File: config.mk
export PLATFORM = sky130hd
export DESIGN_NAME = vstore_burst_sequencer
export DESIGN_NICKNAME = d
export VERILOG_FILES = /design/src/rtl/vstore_burst_sequencer.sv
export SDC_FILE = /design/constraint.sdc
export NUM_CORES = 1
export LEC_CHECK = 0
export BUFFER_PORTS_ARGS = -buffer_cell sky130_fd_sc_hd__buf_2
export CAP_MARGIN = 25
export CELL_PAD_IN_SITES_DETAIL_PLACEMENT = 1
export CELL_PAD_IN_SITES_GLOBAL_PLACEMENT = 1
export CORE_MARGIN = 1
export CORE_UTILIZATION = 31
export CTS_CLUSTER_DIAMETER = 40
export DETAILED_ROUTE_END_ITERATION = 10
export HOLD_SLACK_MARGIN = 0.02
export PLACE_DENSITY = 0.76
export REMOVE_ABC_BUFFERS = 1
export SYNTH_ARGS = -nofsm -noshare
export SYNTH_HDL_FRONTEND = slang
export SYNTH_SLANG_ARGS = --single-unit
File: constraint.sdc
create_clock -name clk_i -period 17.7 [get_ports clk_i]
set_input_delay 3.54 -clock clk_i [delete_from_list [all_inputs] [get_ports clk_i]]
set_output_delay 3.54 -clock clk_i [all_outputs]
set_load 0.01 [all_outputs]
File: src/rtl/vstore_burst_sequencer.sv
// vstore_burst_sequencer: issues one meta record per store request, then splits it into
// 4KiB/MaxBurstBeats-bounded AXI bursts with lockstep AW and txn_ctrl handshakes.
module vstore_burst_sequencer #(
    parameter int AxiAddrWidth   = 64,
    parameter int AxiDataWidth   = 128,
    parameter int MaxBurstBeats  = 256,
    parameter int MaxOutstanding = 8,
    parameter int LenWidth       = 16,
    localparam int BusBytes      = AxiDataWidth / 8,
    localparam int OffW          = $clog2(BusBytes)
) (
    input  logic                    clk_i,
    input  logic                    rst_ni,
    input  logic                    req_valid_i,
    output logic                    req_ready_o,
    input  logic [AxiAddrWidth-1:0] req_addr_i,
    input  logic [LenWidth-1:0]     req_nbytes_i,
    output logic                    meta_valid_o,
    input  logic                    meta_ready_i,
    output logic [LenWidth-1:0]     meta_nbytes_o,
    output logic [OffW-1:0]         meta_off_o,
    output logic                    txn_valid_o,
    input  logic                    txn_ready_i,
    output logic [12:0]             txn_nbytes_o,
    output logic [OffW-1:0]         txn_off_o,
    output logic                    txn_last_o,
    output logic                    aw_valid_o,
    input  logic                    aw_ready_i,
    output logic [AxiAddrWidth-1:0] aw_addr_o,
    output logic [7:0]              aw_len_o,
    output logic [2:0]              aw_size_o,
    input  logic                    b_valid_i,
    output logic                    b_ready_o,
    input  logic [1:0]              b_resp_i,
    output logic                    done_valid_o,
    input  logic                    done_ready_i,
    output logic                    done_err_o
);
    localparam int MaxBytes = MaxBurstBeats * BusBytes;
    localparam int CW       = (LenWidth + 1 > $clog2(MaxBytes) + 1) ? LenWidth + 1 : $clog2(MaxBytes) + 1;
    localparam int CntW     = $clog2(MaxOutstanding + 1);
    localparam logic [2:0] S_IDLE  = 3'd0;
    localparam logic [2:0] S_META  = 3'd1;
    localparam logic [2:0] S_BURST = 3'd2;
    localparam logic [2:0] S_DRAIN = 3'd3;
    localparam logic [2:0] S_DONE  = 3'd4;

    logic [2:0]              r_state;
    logic [AxiAddrWidth-1:0] r_addr;
    logic [LenWidth-1:0]     r_rem;
    logic [LenWidth-1:0]     r_total;
    logic                    r_aw_sent;
    logic                    r_txn_sent;
    logic                    r_err;
    logic [CntW-1:0]         r_cnt;
    logic [OffW-1:0]         w_off;
    logic [CW-1:0]           w_rem;
    logic [CW-1:0]           w_to4k;
    logic [CW-1:0]           w_maxb;
    logic [CW-1:0]           w_nb0;
    logic [CW-1:0]           w_nb;
    logic [CW-1:0]           w_span;
    logic                    w_burst;
    logic                    w_last;
    logic                    w_aw_hs;
    logic                    w_txn_hs;
    logic                    w_unused;

    // Burst geometry is derived from the registered cursor, so it is stable while valids wait
    assign w_burst  = r_state == S_BURST;
    assign w_off    = r_addr[OffW-1:0];
    assign w_rem    = CW'(r_rem);
    assign w_to4k   = CW'(4096) - CW'(r_addr[11:0]);
    assign w_maxb   = CW'(MaxBytes) - CW'(w_off);
    assign w_nb0    = w_rem < w_to4k ? w_rem : w_to4k;
    assign w_nb     = w_maxb < w_nb0 ? w_maxb : w_nb0;
    assign w_span   = CW'(w_off) + w_nb - CW'(1);
    assign w_last   = w_nb == w_rem;
    assign w_unused = b_resp_i[0];

    assign req_ready_o   = r_state == S_IDLE;
    assign meta_valid_o  = r_state == S_META;
    assign meta_nbytes_o = r_total;
    assign meta_off_o    = w_off;
    assign aw_valid_o    = w_burst && !r_aw_sent && (r_cnt < CntW'(MaxOutstanding));
    assign txn_valid_o   = w_burst && !r_txn_sent;
    assign aw_addr_o     = w_burst ? r_addr : '0;
    assign aw_len_o      = w_burst ? 8'(w_span >> OffW) : '0;
    assign aw_size_o     = 3'(OffW);
    assign txn_nbytes_o  = w_burst ? 13'(w_nb) : '0;
    assign txn_off_o     = w_burst ? w_off : '0;
    assign txn_last_o    = w_burst && w_last;
    assign b_ready_o     = 1'b1;
    assign done_valid_o  = r_state == S_DONE;
    assign done_err_o    = r_err;
    assign w_aw_hs       = aw_valid_o && aw_ready_i;
    assign w_txn_hs      = txn_valid_o && txn_ready_i;

    always_ff @(posedge clk_i or negedge rst_ni) begin
        if (!rst_ni) begin
            r_state    <= S_IDLE;
            r_addr     <= '0;
            r_rem      <= '0;
            r_total    <= '0;
            r_aw_sent  <= 1'b0;
            r_txn_sent <= 1'b0;
            r_err      <= 1'b0;
            r_cnt      <= '0;
        end else begin
            if (w_aw_hs && !b_valid_i)
                r_cnt <= r_cnt + CntW'(1);
            else if (!w_aw_hs && b_valid_i && r_cnt != '0)
                r_cnt <= r_cnt - CntW'(1);
            if (b_valid_i)
                r_err <= r_err | b_resp_i[1];
            case (r_state)
                S_IDLE: if (req_valid_i) begin
                    r_addr  <= req_addr_i;
                    r_rem   <= req_nbytes_i;
                    r_total <= req_nbytes_i;
                    r_err   <= 1'b0;
                    r_state <= req_nbytes_i != '0 ? S_META : S_DONE;
                end
                S_META: if (meta_ready_i) r_state <= S_BURST;
                S_BURST: if (r_aw_sent && r_txn_sent) begin
                    r_addr     <= r_addr + AxiAddrWidth'(w_nb);
                    r_rem      <= r_rem - LenWidth'(w_nb);
                    r_aw_sent  <= 1'b0;
                    r_txn_sent <= 1'b0;
                    if (w_last) r_state <= S_DRAIN;
                end else begin
                    if (w_aw_hs) r_aw_sent <= 1'b1;
                    if (w_txn_hs) r_txn_sent <= 1'b1;
                end
                S_DRAIN: if (r_cnt == '0) r_state <= S_DONE;
                S_DONE: if (done_ready_i) r_state <= S_IDLE;
                default: r_state <= S_IDLE;
            endcase
        end
    end

    b_without_outstanding: assert property (@(posedge clk_i) disable iff (!rst_ni) !(b_valid_i && r_cnt == '0));
endmodule
**Word level (Yosys, flattened, before mapping)**

Index checks and enable logic that the tools add are counted.
Widths: inputs -> output; s select.

- Bits of input ports: 90
- Register bits after elaboration: 106
- Output and inout port bits: 120
- Logic and storage cells: 87

- Eq/ne operators: 11
- Magnitude comparators: 3
- Muxes and demuxes: 29
- Bitwise logic cells: 1
- $add $sub $neg: 8
- Reductions and logical operators: 27

Operators by type and width:

| kind | count |
|---|---|
| $mux 64 | 3 |
| $pmux 64 s2 | 1 |
| $add 64x17->64 | 1 |
| $mux 17 | 2 |
| $mux 16 | 2 |
| $pmux 16 s2 | 1 |
| $mux 3 | 7 |
| $eq 17x16->1 | 1 |
| $lt 16x17->1 | 1 |
| $lt 17x17->1 | 1 |
| $reduce_bool 16->1 | 1 |
| $sub 16x16->16 | 1 |
| $pmux 3 s5 | 1 |
| $sub 13x12->14 const A | 1 |
| $sub 13x4->14 const A | 1 |
| $mux 13 | 1 |
| $add 4x12->12 | 1 |
| $mux 4 | 3 |
| $sub 12x1->12 const B | 1 |
| $logic_and 1x1->1 | 10 |
| $mux 8 | 1 |
| $ne 2x1->1 const B | 4 |
| $reduce_bool 2->1 | 4 |
| $mux 1 | 7 |
| other kinds (15) | 22 |

**Longest topological paths before layout**

- Depth after elaboration: 9
- Gate-level depth with buffers: 37
- Gate-level depth less buffers: 35

**Worst setup path after synthesis**

OpenSTA, ideal clock, no wires.

- Path kind: reg2out
- Start point: reg r_addr[4]
- End point: out aw_len_o[7]
- Arrival: 7387 ps
- Stages on the path, launching flop included: 32
- Setup slack: 6773 ps
- Cell sequence: dfrtp_1 -> buf_2 -> or4_4 -> nand2b_1 -> or4_1 -> ha_1 -> or4_1 -> or2_2 -> o31ai_1 -> a21oi_2 -> buf_2 -> mux2_2 -> ha_1 -> nand4_1 -> nor3_1 -> a221oi_1 -> o21ai_0 -> a31oi_1 -> nor3_2 -> mux2i_1 -> ha_1 -> inv_1 -> ha_1 -> a21oi_1 -> a21boi_0 -> o21a_1 -> o21ai_0 -> a21oi_1 -> a21oi_1 -> o21bai_1 -> xnor2_1 -> mux2_4

- Longest elaborated chain between the ends: 8

Ends and longest elaborated chain:

| what | line | source |
|---|---|---|
| start, declared | 49 | `logic [AxiAddrWidth-1:0] r_addr;` |
| start signal, assigned | 118 | `r_addr <= req_addr_i;` |
| start signal, assigned | 126 | `r_addr <= r_addr + AxiAddrWidth'(w_nb);` |
| $sub 13x12->14 (*) | 73 | `assign w_to4k = CW'(4096) - CW'(r_addr[11:0]);` |
| $lt 16x17->1 | 75 | `assign w_nb0 = w_rem < w_to4k ? w_rem : w_to4k;` |
| $mux 17 (*) | 75 |  |
| $lt 17x17->1 | 76 | `assign w_nb = w_maxb < w_nb0 ? w_maxb : w_nb0;` |
| $mux 17 (*) | 76 |  |
| $add 4x12->12 (*) | 77 | `assign w_span = CW'(w_off) + w_nb - CW'(1);` |
| $sub 12x1->12 (*) | 77 |  |
| $mux 8 (*) | 88 | `assign aw_len_o = w_burst ? 8'(w_span >> OffW) : '0;` |
| end, declared | 30 | `output logic [7:0] aw_len_o,` |

Every way passes the cells marked *; elsewhere a longest branch is shown, timed or not.

**Final worst setup path**

Same ends and word-level chain as after synthesis.

==> results.json <==
{
  "clock_skew_ns": 0.0187,
  "cts_tree": "done",
  "start_util": 0.318,
  "grt_util_all_layers": 0.226,
  "cts.sinks": 106,
  "post_cts_buffers": 0,
  "synth.ff_latch_count": 106,
  "core_um2": 28900,
  "finalSetupTns_ns": 0,
  "cts-resized-gates": 0,
  "dr_total_vias": 9582,
  "cts_root_buffer": "clkbuf_16",
  "status": "completed",
  "max_freq_mhz": 78.9,
  "crit_top_cell": "ha_1",
  "synth_edf_count": 0,
  "clk_latency_ns": 0.38,
  "crit_slowest_cell": "or4_1",
  "yosys.area.top_type": "dfrtp_1",
  "routed_wl_um": 33800,
  "cts_hold_buf": 0,
  "critPathKind": "register to output port",
  "seq_area_frac_synth": 0.288,
  "syn-cell-area_um2": 9210,
  "max_stage_delay_ns": 0.65,
  "antenna_found_initial": 4,
  "grt_pass1_wl_um": 54900,
  "drive_gt1_frac": 0.199,
  "critPathMaxFanout": 15,
  "die_w_um": 174,
  "cts_max_level": 3,
  "yosysUniqueCellTypes": 80,
  "async_reset_ff_frac": 1.00,
  "cp_data_required_time_ns": 14.16,
  "die_area_um2": 30400,
  "finish.utilization": 0.375,
  "syn-instance-count": 1179,
  "row_count": 62,
  "synth_area_leaders": "dfrtp_1 (29%), ha_1 (9.9%), a21oi_1 (6.1%)",
  "fin_ws_ns": 5.02,
  "syn_avg_cell_area_um2": 7.81,
  "io_buffers": 204,
  "grt_pass1_vias": 10000,
  "io_pins": 210,
  "final_nets": 1502,
  "dp_hpwl_um": 24500,
  "hold_class": "register to register",
  "finalWorstPathRequiredPeriod_ns": 12.68,
  "synth_ff_type": "dfrtp_1",
  "overflow": 0,
  "setup_violations": 0,
  "pre_cts_ws_ns": 5.42,
  "cts_buffers": 9,
  "grt_max_degree": 68,
  "worst_pin_slew_ns": 0.883,
  "cts.clk_slew.worst_paths_ns": 0.08,
  "cap_viol_max_count": 0,
  "hold_viol": 0,
  "dp_cells": 1709,
  "rsz0062_at_grt": "false",
  "relSlewSlack": 0.411,
  "viasPerCell": 5.55,
  "gp_congestion": 0.896,
  "yosysTopAreaCellShare": 0.288,
  "layout_common_cells": "buf_2 (203), nand2_1 (135), nor2_1 (119)",
  "areaGrowthSynthToFinish_pct": 17.7,
  "layout_commonest_cell": "buf_2",
  "drv_slew": 0,
  "fin_crit_sh": 0.716,
  "ys_warn_count": 0,
  "worst_setup_path_start_kind": "register",
  "ant_nets": 0,
  "die_y_um": 174,
  "drt_first_iter_violations": 531,
  "end_kind": "output port",
  "clock_path_buffers": 2,
  "drt-pass1-iter-count": 6,
  "drc": 0,
  "instances_no_fill": 1728,
  "wl_per_cell_um": 19.6,
  "crit_arrival_ns": 9.14
}
-- worst max-delay path, delay by kind of cell (launching register included) --
family / cells / cell delay (ns)
simple gates: 8 / 3.19
compound gates: 12 / 2.26
mux: 3 / 1.26
fa+ha+maj: 4 / 1.15
flops: 1 / 0.52
buf+inv: 2 / 0.23
xor+xnor: 1 / 0.19
-- final timing paths --
path / start / end / slack, ns / cells past startpoint
hold reg to reg: meta_nbytes_o[3] / meta_nbytes_o[3] / 0.47 / 2
setup / recovery: r_addr[4] / aw_len_o[7] / 5.02 / 30
hold / removal: meta_nbytes_o[3] / meta_nbytes_o[3] / 0.47 / 2
setup reg to reg: r_addr[4] / r_addr[62] / 8.73 / 30
min in group asynchronous: rst_ni / r_addr[21] / 3.21 / 1
max in group asynchronous: rst_ni / r_state[1] / 13.08 / 2
-- per-layer routing --
layer | part of all wire | GRT usage | routed length (um) | up-vias
met3 | 0.054 | 0.0424 | 1830 | 33
met4 | 0.011 | 0.0442 | 386 | 4
met5 | 0.00065 | 0 | 22 | -
met2 | 0.50 | 0.402 | 16800 | 249
met1 | 0.44 | 0.283 | 14800 | 4730
li1 | - | - | - | 4566
-- per-stage QoR --
stage | area, um^2 | hold slack [ns]
floorplan | 8890 | 0.452
global placement | 10500 | 0.456
detailed placement | 10500 | 0.458
CTS | 10800 | 0.479
global route | 10800 | 0.512
finish | 10800 | 0.470
-- logic make-up (layout without fill, tap and decap cells) --
logic type	count (synthesis)	in the layout	synth area share
compound gates	310	310	0.217
xor+xnor	39	39	0.0371
fa+ha+maj	76	76	0.106
buf+inv	131	286	0.0588
flops	106	106	0.288
mux	20	20	0.0258
other cells	2	12	0.000816
simple gates	495	495	0.267
-- registers in the layout, indices dropped and copies added, names as in the netlist --
name	flops
r_state	3
done_err_o	1
r_cnt	4
r_txn_sent	1
r_aw_sent	1
r_addr	64
meta_nbytes_o	16
r_rem	16
-- synth_stat cells, types with 14 or more instances --
| cell type | count |
|---|---|
| nor3_1 | 32 |
| xor2_1 | 16 |
| a21oi_1 | 113 |
| clkbuf_1 | 51 |
| o22ai_1 | 14 |
| a31oi_1 | 16 |
| nand4_1 | 20 |
| a211oi_1 | 16 |
| nor2b_1 | 15 |
| nor2_1 | 121 |
| dfrtp_1 | 106 |
| nand2_1 | 137 |
| ha_1 | 73 |
| xnor2_1 | 23 |
| and3_1 | 63 |
| o21ai_0 | 43 |
| inv_1 | 52 |
| nand3_1 | 38 |
-- area by class of cell --
type / instances / area [um^2]
Sequential cell: 106 / 2650
Antenna cell: 3 / 7.51
Fill cell: 3599 / 18100
Clock buffer: 10 / 229
Tap cell: 384 / 480
Multi-Input combinational cell: 949 / 6060
Inverter: 53 / 199
Clock inverter: 6 / 82.6
Timing Repair Buffer: 217 / 1120
Power is left out: the tool's default activity adds up to more than one toggle a clock period on the data nets, which glitch-free logic cannot reach.
